`config.mk`:
```
export PLATFORM = sky130hd
export DESIGN_NAME = block_align
export DESIGN_NICKNAME = d
export VERILOG_FILES = /design/src/rtl/block_align.sv
export SDC_FILE = /design/constraint.sdc
export NUM_CORES = 1
export LEC_CHECK = 0
export BUFFER_PORTS_ARGS = -buffer_cell sky130_fd_sc_hd__buf_2
export CAP_MARGIN = 10
export CORE_MARGIN = 4
export CORE_UTILIZATION = 60
export CTS_CLUSTER_SIZE = 8
export DETAILED_ROUTE_END_ITERATION = 12
export GPL_ROUTABILITY_DRIVEN = 0
export PLACE_DENSITY = 0.8
export SETUP_SLACK_MARGIN = 0.4
export SKIP_LAST_GASP = 1
export SLEW_MARGIN = 0
export SYNTH_ARGS = -nofsm -noshare
export SYNTH_HDL_FRONTEND = slang
export SYNTH_SLANG_ARGS = --single-unit
```
`constraint.sdc`:
```
create_clock -name clk -period 18 [get_ports clk]
set_input_delay 1.8 -clock clk [delete_from_list [all_inputs] [get_ports clk]]
set_output_delay 1.8 -clock clk [all_outputs]
set_load 0.005 [all_outputs]
```
`src/rtl/block_align.sv`:
```
// rtl/block_align.sv - block-floating-point alignment: collect N operands, share the max exponent, stream aligned values
module block_align #(
   parameter int N = 4
) (
   input  logic        clk,
   input  logic        rst,
   input  logic        in_valid,
   output logic        in_ready,
   input  logic        in_sign,
   input  logic [10:0] in_mant,
   input  logic [6:0]  in_exp,
   output logic        out_valid,
   input  logic        out_ready,
   output logic [19:0] signed_sum,
   output logic [5:0]  exp_max,
   output logic        out_last
);

   localparam int CW = (N > 1) ? $clog2(N) : 1;
   localparam logic [CW-1:0]      LAST    = CW'(N - 1);
   localparam logic signed [5:0]  EXP_MIN = 6'b100000;
   localparam logic signed [5:0]  EXP_TOP = 6'b011111;

   typedef enum logic {FILL, DRAIN} state_t;

   state_t              state_q;
   logic [CW-1:0]       wr_cnt_q, rd_cnt_q;
   logic                sign_q [N];
   logic [10:0]         mant_q [N];
   logic signed [5:0]   exp_q  [N];
   logic signed [5:0]   run_max_q, run_max_d, exp_max_q;
   logic signed [6:0]   in_exp_s;
   logic signed [5:0]   exp_c;

   assign in_exp_s = in_exp;

   always_comb begin
      if (in_exp_s > 7'sd31)
         exp_c = EXP_TOP;
      else if (in_exp_s < -7'sd32)
         exp_c = EXP_MIN;
      else
         exp_c = in_exp_s[5:0];
   end

   // Zero operands never raise the maximum; starting at EXP_MIN covers the all-zero group.
   assign run_max_d = ((in_mant != 11'd0) && (exp_c > run_max_q)) ? exp_c : run_max_q;

   always_ff @(posedge clk or negedge rst) begin
      if (!rst) begin
         state_q   <= FILL;
         wr_cnt_q  <= '0;
         rd_cnt_q  <= '0;
         run_max_q <= EXP_MIN;
         exp_max_q <= EXP_MIN;
         for (int i = 0; i < N; i++) begin
            sign_q[i] <= 1'b0;
            mant_q[i] <= '0;
            exp_q[i]  <= '0;
         end
      end else begin
         case (state_q)
            FILL: begin
               if (in_valid) begin
                  sign_q[wr_cnt_q] <= in_sign;
                  mant_q[wr_cnt_q] <= in_mant;
                  exp_q[wr_cnt_q]  <= exp_c;
                  if (wr_cnt_q == LAST) begin
                     exp_max_q <= run_max_d;
                     run_max_q <= EXP_MIN;
                     wr_cnt_q  <= '0;
                     state_q   <= DRAIN;
                  end else begin
                     run_max_q <= run_max_d;
                     wr_cnt_q  <= wr_cnt_q + 1'b1;
                  end
               end
            end
            DRAIN: begin
               if (out_ready) begin
                  if (rd_cnt_q == LAST) begin
                     rd_cnt_q <= '0;
                     state_q  <= FILL;
                  end else begin
                     rd_cnt_q <= rd_cnt_q + 1'b1;
                  end
               end
            end
            default: state_q <= FILL;
         endcase
      end
   end

   assign in_ready  = (state_q == FILL);
   assign out_valid = (state_q == DRAIN);
   assign out_last  = (state_q == DRAIN) && (rd_cnt_q == LAST);
   assign exp_max   = exp_max_q;

   logic signed [6:0] diff;
   logic [22:0]       wide;
   logic [11:0]       mag;
   logic [10:0]       cur_mant;
   logic              cur_sign;

   assign cur_mant = mant_q[rd_cnt_q];
   assign cur_sign = sign_q[rd_cnt_q];
   assign diff     = {exp_max_q[5], exp_max_q} - {exp_q[rd_cnt_q][5], exp_q[rd_cnt_q]};

   // Low 12 bits of wide hold the shifted-out fraction: bit 11 is the half, below it the sticky.
   always_comb begin
      wide = '0;
      mag  = '0;
      if ((cur_mant != 11'd0) && (diff >= 7'sd0) && (diff < 7'sd12)) begin
         wide = {cur_mant, 12'd0} >> diff[3:0];
         mag  = {1'b0, wide[22:12]}
              + {11'd0, wide[11] & ((|wide[10:0]) | wide[12])};
      end
   end

   assign signed_sum = cur_sign ? (20'd0 - {8'd0, mag}) : {8'd0, mag};

endmodule

```
==> results.sh, run 1 <==
export IMPL_finalWorstSetupSlack_ns=9.53
export IMPL_synthDistinctLibCells=71
export IMPL_detail_route_wirelength_mm=15.3
export IMPL_final_nets=691
export IMPL_ys_warn_count=0
export IMPL_synth_main_ff_cell="sky130_fd_sc_hd__dfrtp_1"
export IMPL_number_of_buffers_inserted_during_clock_tree_synthesis=9
export IMPL_detail_route_drc_violations=0
export IMPL_avg_synthesized_cell_area_um2=10.2
export IMPL_final_max_slew_violation_count=0
export IMPL_cts_sinks=89
export IMPL_num_rows=37
export IMPL_fmax_ghz=0.118
export IMPL_hold_buffers=0
export IMPL_drive_above_1_share_pct=25.8
export IMPL_final_min_clock_period_ns=8.47
export IMPL_synth_area_top_cells="sky130_fd_sc_hd__dfrtp_1 34%, sky130_fd_sc_hd__mux2_2 11%, sky130_fd_sc_hd__mux4_2 8.6%"
export IMPL_final_min_period_over_clock_period_pct=47.0
export IMPL_design_portCount=52
export IMPL_cts_htree_levels=3
export IMPL_via_per_inst=6.52
export IMPL_drt_iter0_markers=451
export IMPL_grt_overflow=0
export IMPL_rsz0062_at_grt="no"
export IMPL_synth_fp_nets=663
export IMPL_floorplan_die_height_um=111
export IMPL_synth_seq_area_share_pct=35.3
export IMPL_count_of_filler_cells_inserted_in_the_layout=792
export IMPL_port_buffers=51
export IMPL_timing_slew_headroom_pct=26.9
export IMPL_post_dp_hpwl_mm=11.0
export IMPL_global_route_wire_length_before_repair_mm=25.5
export IMPL_number_of_storage_elements_in_the_synthesis_netlist=89
export IMPL_critPathLaunchType="flip-flop"
export IMPL_die_area_um2=12200
export IMPL_route_detailed_wl_per_inst_um=19.5
export IMPL_endpoint_kind="primary output"
export IMPL_postSynth_asyncResetShare_pct=100
export IMPL_report_final_setup_viol=0
export IMPL_dp_slack_ns=10.06
export IMPL_run_status="completed"
export IMPL_netlist_area_um2=6320
export IMPL_holdWs_ns=0.484
export IMPL_number_of_flops_mapped_to_enable_cells_by_yosys=0
export IMPL_first_pass_iters=6
export IMPL_crit_arrival_ns=6.67
export IMPL_floorplan_core_area_um2=10300
export IMPL_critical_path_class="flip-flop to primary output"
export IMPL_syn_inst=618
export IMPL_finalClockSkew_ns=0.0113
export IMPL_worstPathRequired_ns=16.20
export IMPL_maxCapViolCount=0
export IMPL_worst_skew_pair_late_latency_ns=0.37
export IMPL_number_of_global_route_vias_before_repair=5097
export IMPL_cts_root_buffer_cell="sky130_fd_sc_hd__clkbuf_8"
export IMPL_ctsResizeCount=0
export IMPL_grt_max_degree=82
export IMPL_flow_area_growth_from_synthesis_pct=7.41
export IMPL_tritoncts="yes"
export IMPL_yosysTopAreaCell="sky130_fd_sc_hd__dfrtp_1"
export IMPL_num_antenna_cells=0
export IMPL_die_width_um=111
export IMPL_number_of_hold_violations_in_the_final_report=0
export IMPL_antenna_found_initial=0
export IMPL_critical_path_peak_fanout=32
export IMPL_dr_total_vias=5135
export IMPL_drtAntennaViolNets=0
export IMPL_clk_path_buf_depth=2
export IMPL_clk_transition_reported_paths_ns=0.08
export IMPL_worstMarginPinSlew_ns=1.09
export IMPL_cts_post_setup_buffers_inserted=0
export IMPL_yosys_area_top_type_share_pct=34.5
export IMPL_gr_usage_all_layers_pct=25.4
export IMPL_hold_path_class="flip-flop to flip-flop"
export IMPL_initial_core_util_pct=61.5
export IMPL_tns_ns=0
==> cells in the final DEF (no fill, tap or decap), drive strengths merged, types with 3 or more instances in the layout <==
| cell type | n |
|---|---|
| or3 | 3 |
| nand4 | 3 |
| nand2b | 7 |
| nor4 | 10 |
| o21ai | 56 |
| a22oi | 3 |
| ha | 21 |
| clkbuf | 12 |
| buf | 57 |
| nor2 | 27 |
| a211oi | 5 |
| a21o | 6 |
| o21a | 9 |
| mux4 | 32 |
| inv | 30 |
| a21oi | 25 |
| o41ai | 3 |
| nor3b | 3 |
| a31oi | 6 |
| nand2 | 70 |
| xor2 | 4 |
| mux2i | 12 |
| nand3 | 13 |
| dfrtp | 87 |
| o22ai | 5 |
| and2 | 3 |
| xnor2 | 16 |
| nor3 | 9 |
| o31ai | 3 |
| nor2b | 7 |
| mux2 | 60 |
| a221oi | 3 |
==> worst paths after layout <==
check / from / endpoint / slack [ns] / cells after the start
worst max-delay path: rd_cnt_q[0] / signed_sum[12] / 9.53 / 20
worst max register to register: run_max_q[1] / run_max_q[2] / 15.02 / 13
worst min register to register: exp_q[19] / exp_q[19] / 0.48 / 2
max in group asynchronous: rst / rd_cnt_q[1] / 15.52 / 2
min in group asynchronous: rst / exp_max[2] / 1.23 / 1
worst min-delay path: exp_q[19] / exp_q[19] / 0.48 / 2
==> sequential cells by signal (all words and copies together) (netlist names) <==
| name | flops |
|---|---|
| sign_q | 4 |
| run_max_q | 6 |
| rd_cnt_q | 2 |
| exp_max | 6 |
| exp_q | 24 |
| wr_cnt_q | 2 |
| mant_q | 44 |
| out_valid | 1 |
==> metal layers <==
layer / track usage, % / routed length (µm) / share of wire, %
met1: 34.4 / 6470 / 42
met2: 41.2 / 7580 / 49
met3: 3.73 / 914 / 6.0
met4: 10.3 / 373 / 2.4
met5: 0 / 0 / 0
==> worst max-delay path: stages, from the launching register on <==
cell	delay [ns]
sky130_fd_sc_hd__dfrtp_1	0.48
sky130_fd_sc_hd__mux4_2	0.37
sky130_fd_sc_hd__ha_1	0.15
sky130_fd_sc_hd__inv_1	0.05
sky130_fd_sc_hd__fa_1	1.19
sky130_fd_sc_hd__inv_1	0.44
sky130_fd_sc_hd__nor2_1	0.20
sky130_fd_sc_hd__o2bb2ai_1	0.15
sky130_fd_sc_hd__o32a_1	0.23
sky130_fd_sc_hd__nor3b_2	0.46
sky130_fd_sc_hd__ha_1	0.31
sky130_fd_sc_hd__inv_1	0.13
sky130_fd_sc_hd__nor3_1	0.19
sky130_fd_sc_hd__a31oi_1	0.13
sky130_fd_sc_hd__a22oi_1	0.25
sky130_fd_sc_hd__nor3_1	0.08
sky130_fd_sc_hd__a21oi_1	0.28
sky130_fd_sc_hd__o211ai_1	0.22
sky130_fd_sc_hd__or4_1	0.55
sky130_fd_sc_hd__o21a_1	0.26
sky130_fd_sc_hd__buf_2	0.15
==> cell families (layout without fill, tap and decap cells) <==
family / Yosys count / count (layout) / synth area share (%)
and+or+nand+nor: 167 / 167 / 12.7
AOI/OAI and AO/OA: 146 / 146 / 15.2
muxes: 104 / 104 / 24.5
DFF: 89 / 89 / 35.3
buffers and inverters: 70 / 103 / 5.11
adders and majority gates: 22 / 22 / 4.48
xor gates and xnor gates: 20 / 20 / 2.77
==> cells in the mapped netlist, types with 4 or more instances <==
master,number
sky130_fd_sc_hd__a211oi_1,5
sky130_fd_sc_hd__a21o_1,6
sky130_fd_sc_hd__a21oi_1,25
sky130_fd_sc_hd__a31oi_1,5
sky130_fd_sc_hd__buf_2,5
sky130_fd_sc_hd__buf_4,8
sky130_fd_sc_hd__clkbuf_1,22
sky130_fd_sc_hd__dfrtp_1,87
sky130_fd_sc_hd__ha_1,21
sky130_fd_sc_hd__inv_1,29
sky130_fd_sc_hd__mux2_2,60
sky130_fd_sc_hd__mux2i_1,12
sky130_fd_sc_hd__mux4_1,8
sky130_fd_sc_hd__mux4_2,24
sky130_fd_sc_hd__nand2_1,70
sky130_fd_sc_hd__nand2b_1,7
sky130_fd_sc_hd__nand3_1,13
sky130_fd_sc_hd__nor2_1,27
sky130_fd_sc_hd__nor2b_1,7
sky130_fd_sc_hd__nor3_1,9
sky130_fd_sc_hd__nor4_1,10
sky130_fd_sc_hd__o21a_1,9
sky130_fd_sc_hd__o21ai_0,52
sky130_fd_sc_hd__o21ai_1,4
sky130_fd_sc_hd__o22ai_1,5
sky130_fd_sc_hd__xnor2_1,16
sky130_fd_sc_hd__xor2_1,4
==> area by class of cell <==
cell class	count	area [µm²]	area share, %
Multi-Input combinational cell	459	3770	55.6
Sequential cell	89	2230	32.9
Timing Repair Buffer	57	303	4.46
Tap cell	136	170	2.51
Clock buffer	12	145	2.14
Inverter	30	113	1.66
Clock inverter	4	51.3	0.756
==> stage by stage <==
step | utilization (%) | area, µm² | cells
after floorplan | - | 6320 | 618
after global placement | 64.1 | 6590 | 771
after detailed placement | 64.1 | 6590 | 771
after CTS | 66.0 | 6790 | 787
after global routing | 66.0 | 6790 | 787
final | 66.0 | 6790 | 787
Power of run 1 is not shown: default switching activity piles up to over one toggle a cycle in this logic, so the estimate is an artifact.
==> inputs of run 2 (changes only) <==
--- a/config.mk
+++ b/config.mk
@@ -8,11 +8,11 @@
 export BUFFER_PORTS_ARGS = -buffer_cell sky130_fd_sc_hd__buf_2
 export CAP_MARGIN = 10
 export CORE_MARGIN = 4
-export CORE_UTILIZATION = 60
+export CORE_UTILIZATION = 55
 export CTS_CLUSTER_SIZE = 8
 export DETAILED_ROUTE_END_ITERATION = 12
 export GPL_ROUTABILITY_DRIVEN = 0
-export PLACE_DENSITY = 0.8
+export PLACE_DENSITY = 0.77
 export SETUP_SLACK_MARGIN = 0.4
 export SKIP_LAST_GASP = 1
 export SLEW_MARGIN = 0
==> constraint.sdc (replaced) <==
create_clock -name clk -period 6.95 [get_ports clk]
set_input_delay 0.695 -clock clk [delete_from_list [all_inputs] [get_ports clk]]
set_output_delay 0.695 -clock clk [all_outputs]
set_load 0.005 [all_outputs]
==> results.sh, run 2 (synthesized netlist as in run 1, its figures left out) <==
export IMPL_place_detailed_instances=781
export IMPL_worstMarginPinSlew_ns=1.05
export IMPL_grt_overflow=0
export IMPL_number_of_hold_violations_in_the_final_report=0
export IMPL_worstPathRequired_ns=6.25
export IMPL_cts_root_buffer_cell="sky130_fd_sc_hd__clkbuf_16"
export IMPL_final_max_slew_violation_count=0
export IMPL_detail_route_drc_violations=0
export IMPL_fmax_ghz=0.159
export IMPL_placement_cell_area_um2=6640
export IMPL_crit_arrival_ns=5.60
export IMPL_global_route_wire_length_before_repair_mm=25.5
export IMPL_via_per_inst=6.49
export IMPL_worst_reg2reg_setup_slack_ns=4.16
export IMPL_endpoint_kind="primary output"
export IMPL_initial_core_util_pct=57.3
export IMPL_detail_route_wirelength_mm=15.5
export IMPL_reg_top3="mant_q: 44 flops, exp_q: 24 flops"
export IMPL_critPathLaunchType="flip-flop"
export IMPL_final_min_period_over_clock_period_pct=90.6
export IMPL_gr_usage_all_layers_pct=24.2
export IMPL_num_rows=38
export IMPL_final_cell_count_no_fill=805
export IMPL_floorplan_core_area_um2=11000
export IMPL_flip_flop_count_of_the_largest_register_after_layout=44
export IMPL_number_of_global_route_vias_before_repair=5065
export IMPL_total_area_of_multi_input_combinational_cells_um2=3830
export IMPL_drt_iter0_markers=460
export IMPL_num_antenna_cells=0
export IMPL_run_status="completed"
export IMPL_report_final_setup_viol=0
export IMPL_drtAntennaViolNets=0
export IMPL_design_portCount=52
export IMPL_final_nets=705
export IMPL_final_min_clock_period_ns=6.30
export IMPL_critical_path_class="flip-flop to primary output"
export IMPL_r2r_start="run_max_q[1]"
export IMPL_worstSetupStartpoint="rd_cnt_q[0]"
export IMPL_timing_slew_headroom_pct=30.0
export IMPL_fin_area_um2=7080
export IMPL_worstRegToRegCells=13
export IMPL_flow_area_growth_from_synthesis_pct=12.1
export IMPL_reg2reg_to="run_max_q[2]"
export IMPL_dr_total_vias=5223
export IMPL_cts_htree_levels=3
export IMPL_cts_sinks=89
export IMPL_port_buffers=51
export IMPL_tritoncts="yes"
export IMPL_layout_common_cells="86 x sky130_fd_sc_hd__dfrtp_1, 69 x sky130_fd_sc_hd__nand2_1, 60 x sky130_fd_sc_hd__mux2_2"
export IMPL_registers_top_by_ff_count="mant_q"
export IMPL_drive_above_1_share_pct=28.9
export IMPL_mostFrequentLayoutCell="sky130_fd_sc_hd__dfrtp_1"
export IMPL_count_of_filler_cells_inserted_in_the_layout=877
export IMPL_post_dp_hpwl_mm=10.9
export IMPL_first_pass_iters=5
export IMPL_die_width_um=115
export IMPL_cp_endpoint="signed_sum[15]"
export IMPL_clk_transition_reported_paths_ns=0.07
export IMPL_maxCapViolCount=0
export IMPL_number_of_buffers_inserted_during_clock_tree_synthesis=9
export IMPL_die_area_um2=13300
export IMPL_rsz0062_at_grt="no"
export IMPL_finalClockSkew_ns=0.00775
export IMPL_clk_path_buf_depth=2
export IMPL_critical_path_peak_fanout=9
export IMPL_antenna_found_initial=0
export IMPL_route_detailed_wl_per_inst_um=19.2
export IMPL_hold_path_class="input port to async pin"
export IMPL_register_area_um2=2230
export IMPL_grt_max_degree=61
export IMPL_tns_ns=0
export IMPL_worst_skew_pair_late_latency_ns=0.34
export IMPL_floorplan_die_height_um=115
[run 2: cell types whose count changed in the layout (fill, tap and decap cells not counted), sizes merged]
cell      before  now
buf           57   70
clkbuf        12   11
clkinv         2    3
clkinvlp       1    2
[run 2: final cells by class]
type,instances,area share [%]
flip-flops and latches,89,31.5
clock inverters,6,1.06
well taps,140,2.47
clock buffers,10,3.23
multi-input cells,459,54.0
repair buffers,71,6.08
inverters,30,1.64
[run 2: worst max-delay path: stages, from the launching register on]
cell and delay [ns]:
sky130_fd_sc_hd__dfrtp_1 0.42, sky130_fd_sc_hd__buf_12 0.14, sky130_fd_sc_hd__mux4_2 0.48, sky130_fd_sc_hd__inv_1 0.09
sky130_fd_sc_hd__ha_1 0.30, sky130_fd_sc_hd__and3b_1 0.27, sky130_fd_sc_hd__or3_4 0.44, sky130_fd_sc_hd__nand2_2 0.17
sky130_fd_sc_hd__o32a_1 0.19, sky130_fd_sc_hd__nor3b_2 0.17, sky130_fd_sc_hd__buf_4 0.18, sky130_fd_sc_hd__ha_1 0.21
sky130_fd_sc_hd__inv_1 0.14, sky130_fd_sc_hd__nor3_1 0.22, sky130_fd_sc_hd__a31oi_1 0.16, sky130_fd_sc_hd__a22oi_2 0.25
sky130_fd_sc_hd__nor3_1 0.09, sky130_fd_sc_hd__a21oi_2 0.21, sky130_fd_sc_hd__o211ai_1 0.18, sky130_fd_sc_hd__or4_1 0.55
sky130_fd_sc_hd__o21a_1 0.26, sky130_fd_sc_hd__buf_2 0.15
[run 2: worst min path at each step]
stage          slack, ns  cells past startpoint    endpoint
2_1_floorplan       0.40                      0  exp_max[0]
3_3_place_gp        0.46                      2    exp_q[1]
3_5_place_dp        0.47                      2    exp_q[8]
4_1_cts             0.28                      1  mant_q[18]
5_1_grt             0.31                      1  mant_q[18]
6_report            0.27                      1  mant_q[18]
[run 2: timing repair]
action                                  CTS  global route
hold buffers                              0             0
buffers inserted                          0             8
gates resized for setup                   5            10
gates cloned                              0             0
pin swaps                                 0             1
endpoints found under the setup margin   10            10
[run 2: metrics by stage]
step | util [%] | hold slack [ns] | worst slack [ns]
2_1_floorplan | - | 0.399 | 0.483
4_1_cts | 63.1 | 0.282 | 0.444
3_3_place_gp | 60.2 | 0.457 | 0.782
6_report | 64.2 | 0.273 | 0.655
5_1_grt | 64.2 | 0.306 | 0.343
3_5_place_dp | 60.2 | 0.469 | 0.564
[run 2: metal layers]
| layer | vias up | track usage, % | routed length [µm] |
|---|---|---|---|
| met2 | 253 | 39.7 | 7580 |
| met4 | 0 | 7.28 | 257 |
| li1 | 2371 | - | - |
| met3 | 29 | 3.63 | 1050 |
| met1 | 2570 | 33.5 | 6590 |
| met5 | - | 0 | 0 |
Power of run 2 is left out for the same reason.
==> inputs of run 3 (changes only) <==
--- a/config.mk
+++ b/config.mk
@@ -8,11 +8,11 @@
 export BUFFER_PORTS_ARGS = -buffer_cell sky130_fd_sc_hd__buf_2
 export CAP_MARGIN = 10
 export CORE_MARGIN = 4
-export CORE_UTILIZATION = 55
+export CORE_UTILIZATION = 23
 export CTS_CLUSTER_SIZE = 8
 export DETAILED_ROUTE_END_ITERATION = 12
 export GPL_ROUTABILITY_DRIVEN = 0
-export PLACE_DENSITY = 0.77
+export PLACE_DENSITY = 0.5
 export SETUP_SLACK_MARGIN = 0.4
 export SKIP_LAST_GASP = 1
 export SLEW_MARGIN = 0
==> results.sh, run 3 (synthesized netlist as in run 1, its figures left out) <==
export IMPL_route_detailed_wl_per_inst_um=16.6
export IMPL_use_met1_pct=15.4
export IMPL_dr_total_vias=4883
export IMPL_finalWorstSetupSlack_ns=0.751
export IMPL_number_of_buffers_inserted_during_clock_tree_synthesis=9
export IMPL_flow_area_growth_from_synthesis_pct=15.1
export IMPL_via_per_inst=4.87
export IMPL_reg2reg_to="run_max_q[2]"
export IMPL_first_pass_iters=4
export IMPL_post_dp_hpwl_mm=12.4
export IMPL_number_of_global_route_vias_before_repair=4865
export IMPL_flip_flop_count_of_the_largest_register_after_layout=44
export IMPL_clk_transition_reported_paths_ns=0.07
export IMPL_worstMarginPinSlew_ns=1.04
export IMPL_gr_usage_all_layers_pct=11.0
export IMPL_tritoncts="yes"
export IMPL_clk_path_buf_depth=2
export IMPL_r2r_start="run_max_q[1]"
export IMPL_critical_path_class="flip-flop to primary output"
export IMPL_hold_path_class="input port to async pin"
export IMPL_report_final_setup_viol=0
export IMPL_mostFrequentLayoutCell="sky130_fd_sc_hd__dfrtp_1"
export IMPL_floorplan_die_height_um=174
export IMPL_final_min_clock_period_ns=6.20
export IMPL_grt_overflow=0
export IMPL_endpoint_kind="primary output"
export IMPL_worst_path_max_delay_cell="sky130_fd_sc_hd__mux4_2"
export IMPL_tns_ns=0
export IMPL_drt_iter0_markers=318
export IMPL_final_nets=701
export IMPL_port_buffers=51
export IMPL_worst_skew_pair_late_latency_ns=0.34
export IMPL_timing_slew_headroom_pct=30.5
export IMPL_critical_path_peak_fanout=15
export IMPL_rsz0062_at_grt="no"
export IMPL_final_max_slew_violation_count=0
export IMPL_crit_arrival_ns=5.50
export IMPL_dp_slack_ns=0.812
export IMPL_list_of_cells_traversed_by_the_critical_path="mux4_2 -> ha_4 -> buf_4 -> mux4_1 -> mux2_2 -> mux4_2 -> or4_1 -> o41ai_2 -> a41o_1 -> o31a_4 -> nand2b_1 -> ha_1 -> o21ai_0 -> o41ai_1 -> xnor2_1 -> buf_2"
export IMPL_cts_htree_levels=3
export IMPL_layout_common_cells="85 x sky130_fd_sc_hd__dfrtp_1, 69 x sky130_fd_sc_hd__nand2_1, 60 x sky130_fd_sc_hd__mux2_2"
export IMPL_detail_route_drc_violations=0
export IMPL_global_route_wire_length_before_repair_mm=27.3
export IMPL_design_portCount=52
export IMPL_drtAntennaViolNets=0
export IMPL_cts_root_buffer_cell="sky130_fd_sc_hd__clkbuf_16"
export IMPL_die_area_um2=30200
export IMPL_registers_top_by_ff_count="mant_q"
export IMPL_grt_max_degree=54
export IMPL_drive_above_1_share_pct=28.4
export IMPL_initial_core_util_pct=23.4
export IMPL_critPathLaunchType="flip-flop"
export IMPL_globalRoute_busiestLayer="met2"
export IMPL_globalRouteMet2Util_pct=17.5
export IMPL_maxCapViolCount=0
export IMPL_most_frequent_cp_cell="sky130_fd_sc_hd__mux4_2"
export IMPL_floorplan_core_area_um2=27000
export IMPL_antenna_found_initial=1
export IMPL_final_min_period_over_clock_period_pct=89.2
export IMPL_num_rows=60
export IMPL_num_antenna_cells=0
export IMPL_reg_top3="mant_q: 44 flops, exp_q: 24 flops"
export IMPL_cpPeakStageDelay_ns=0.54
export IMPL_worstRegToRegCells=13
export IMPL_fmax_ghz=0.161
export IMPL_die_width_um=174
export IMPL_worst_reg2reg_setup_slack_ns=4.21
export IMPL_grt_util_met3_pct=2.18
export IMPL_detail_route_wirelength_mm=16.7
export IMPL_worstPathRequired_ns=6.25
export IMPL_count_of_filler_cells_inserted_in_the_layout=2893
export IMPL_finalClockSkew_ns=0.0114
export IMPL_cts_sinks=89
export IMPL_number_of_hold_violations_in_the_final_report=0
export IMPL_run_status="completed"
## run 3: changes by cell type in the layout (fill, tap and decap cells not counted), sizes merged
cell	delta
inv	-1
buf	-3
clkbuf	-1
clkinvlp	+1
## run 3: worst max path at each step
| stage | cells past startpoint | end | slack [ns] | start |
|---|---|---|---|---|
| after floorplan | 22 | signed_sum[13] | 0.48 | rd_cnt_q[0] |
| after global placement | 16 | signed_sum[10] | 0.80 | rd_cnt_q[0] |
| after detailed placement | 16 | signed_sum[10] | 0.81 | rd_cnt_q[0] |
| after CTS | 20 | signed_sum[15] | 0.43 | rd_cnt_q[0] |
| after global routing | 20 | signed_sum[18] | 0.40 | rd_cnt_q[0] |
| final | 16 | signed_sum[10] | 0.75 | rd_cnt_q[0] |
## run 3: stage by stage
step	cells	utilization [%]	instance area (µm²)	hold WS, ns
detailed placement	985	25.6	6910	0.469
global route	1002	26.9	7270	0.341
finish	1002	26.9	7270	0.307
floorplan	618	-	6320	0.399
global placement	985	25.6	6910	0.460
CTS	1001	26.7	7210	0.322
## run 3: what timing repair did
action,in CTS,in global routing
hold buffers,0,0
resized for setup,1,12
endpoints found under the setup margin,1,10
gates cloned,0,0
buffers inserted,0,1
## run 3: worst max-delay path, delay by kind of cell, from the launching register on
family / cells / cell delay, ns
buffers and inverters: 2 / 0.39
AOI/OAI and AO/OA: 5 / 1.25
xor gates and xnor gates: 1 / 0.17
muxes: 4 / 1.75
and+or+nand+nor: 2 / 0.58
DFF: 1 / 0.40
adders and majority gates: 2 / 0.63
## run 3: layout make-up
class,instances,area (µm²),share of cell area [%]
multi-input combinational,459,3810,52.4
sequential,89,2230,30.7
tap,341,427,5.87
timing repair buffer,67,389,5.35
clock buffer,10,229,3.15
inverter,30,116,1.60
clock inverter,6,67.6,0.929
## run 3: per-layer routing
| metal | wire length [µm] | part of all wire [%] | up-vias |
|---|---|---|---|
| met5 | 12 | 0.072 | - |
| met4 | 214 | 1.3 | 2 |
| met3 | 727 | 4.4 | 16 |
| met2 | 7630 | 46 | 111 |
| met1 | 8070 | 48 | 2375 |
| li1 | - | - | 2379 |
Power of run 3 is left out for the same reason.
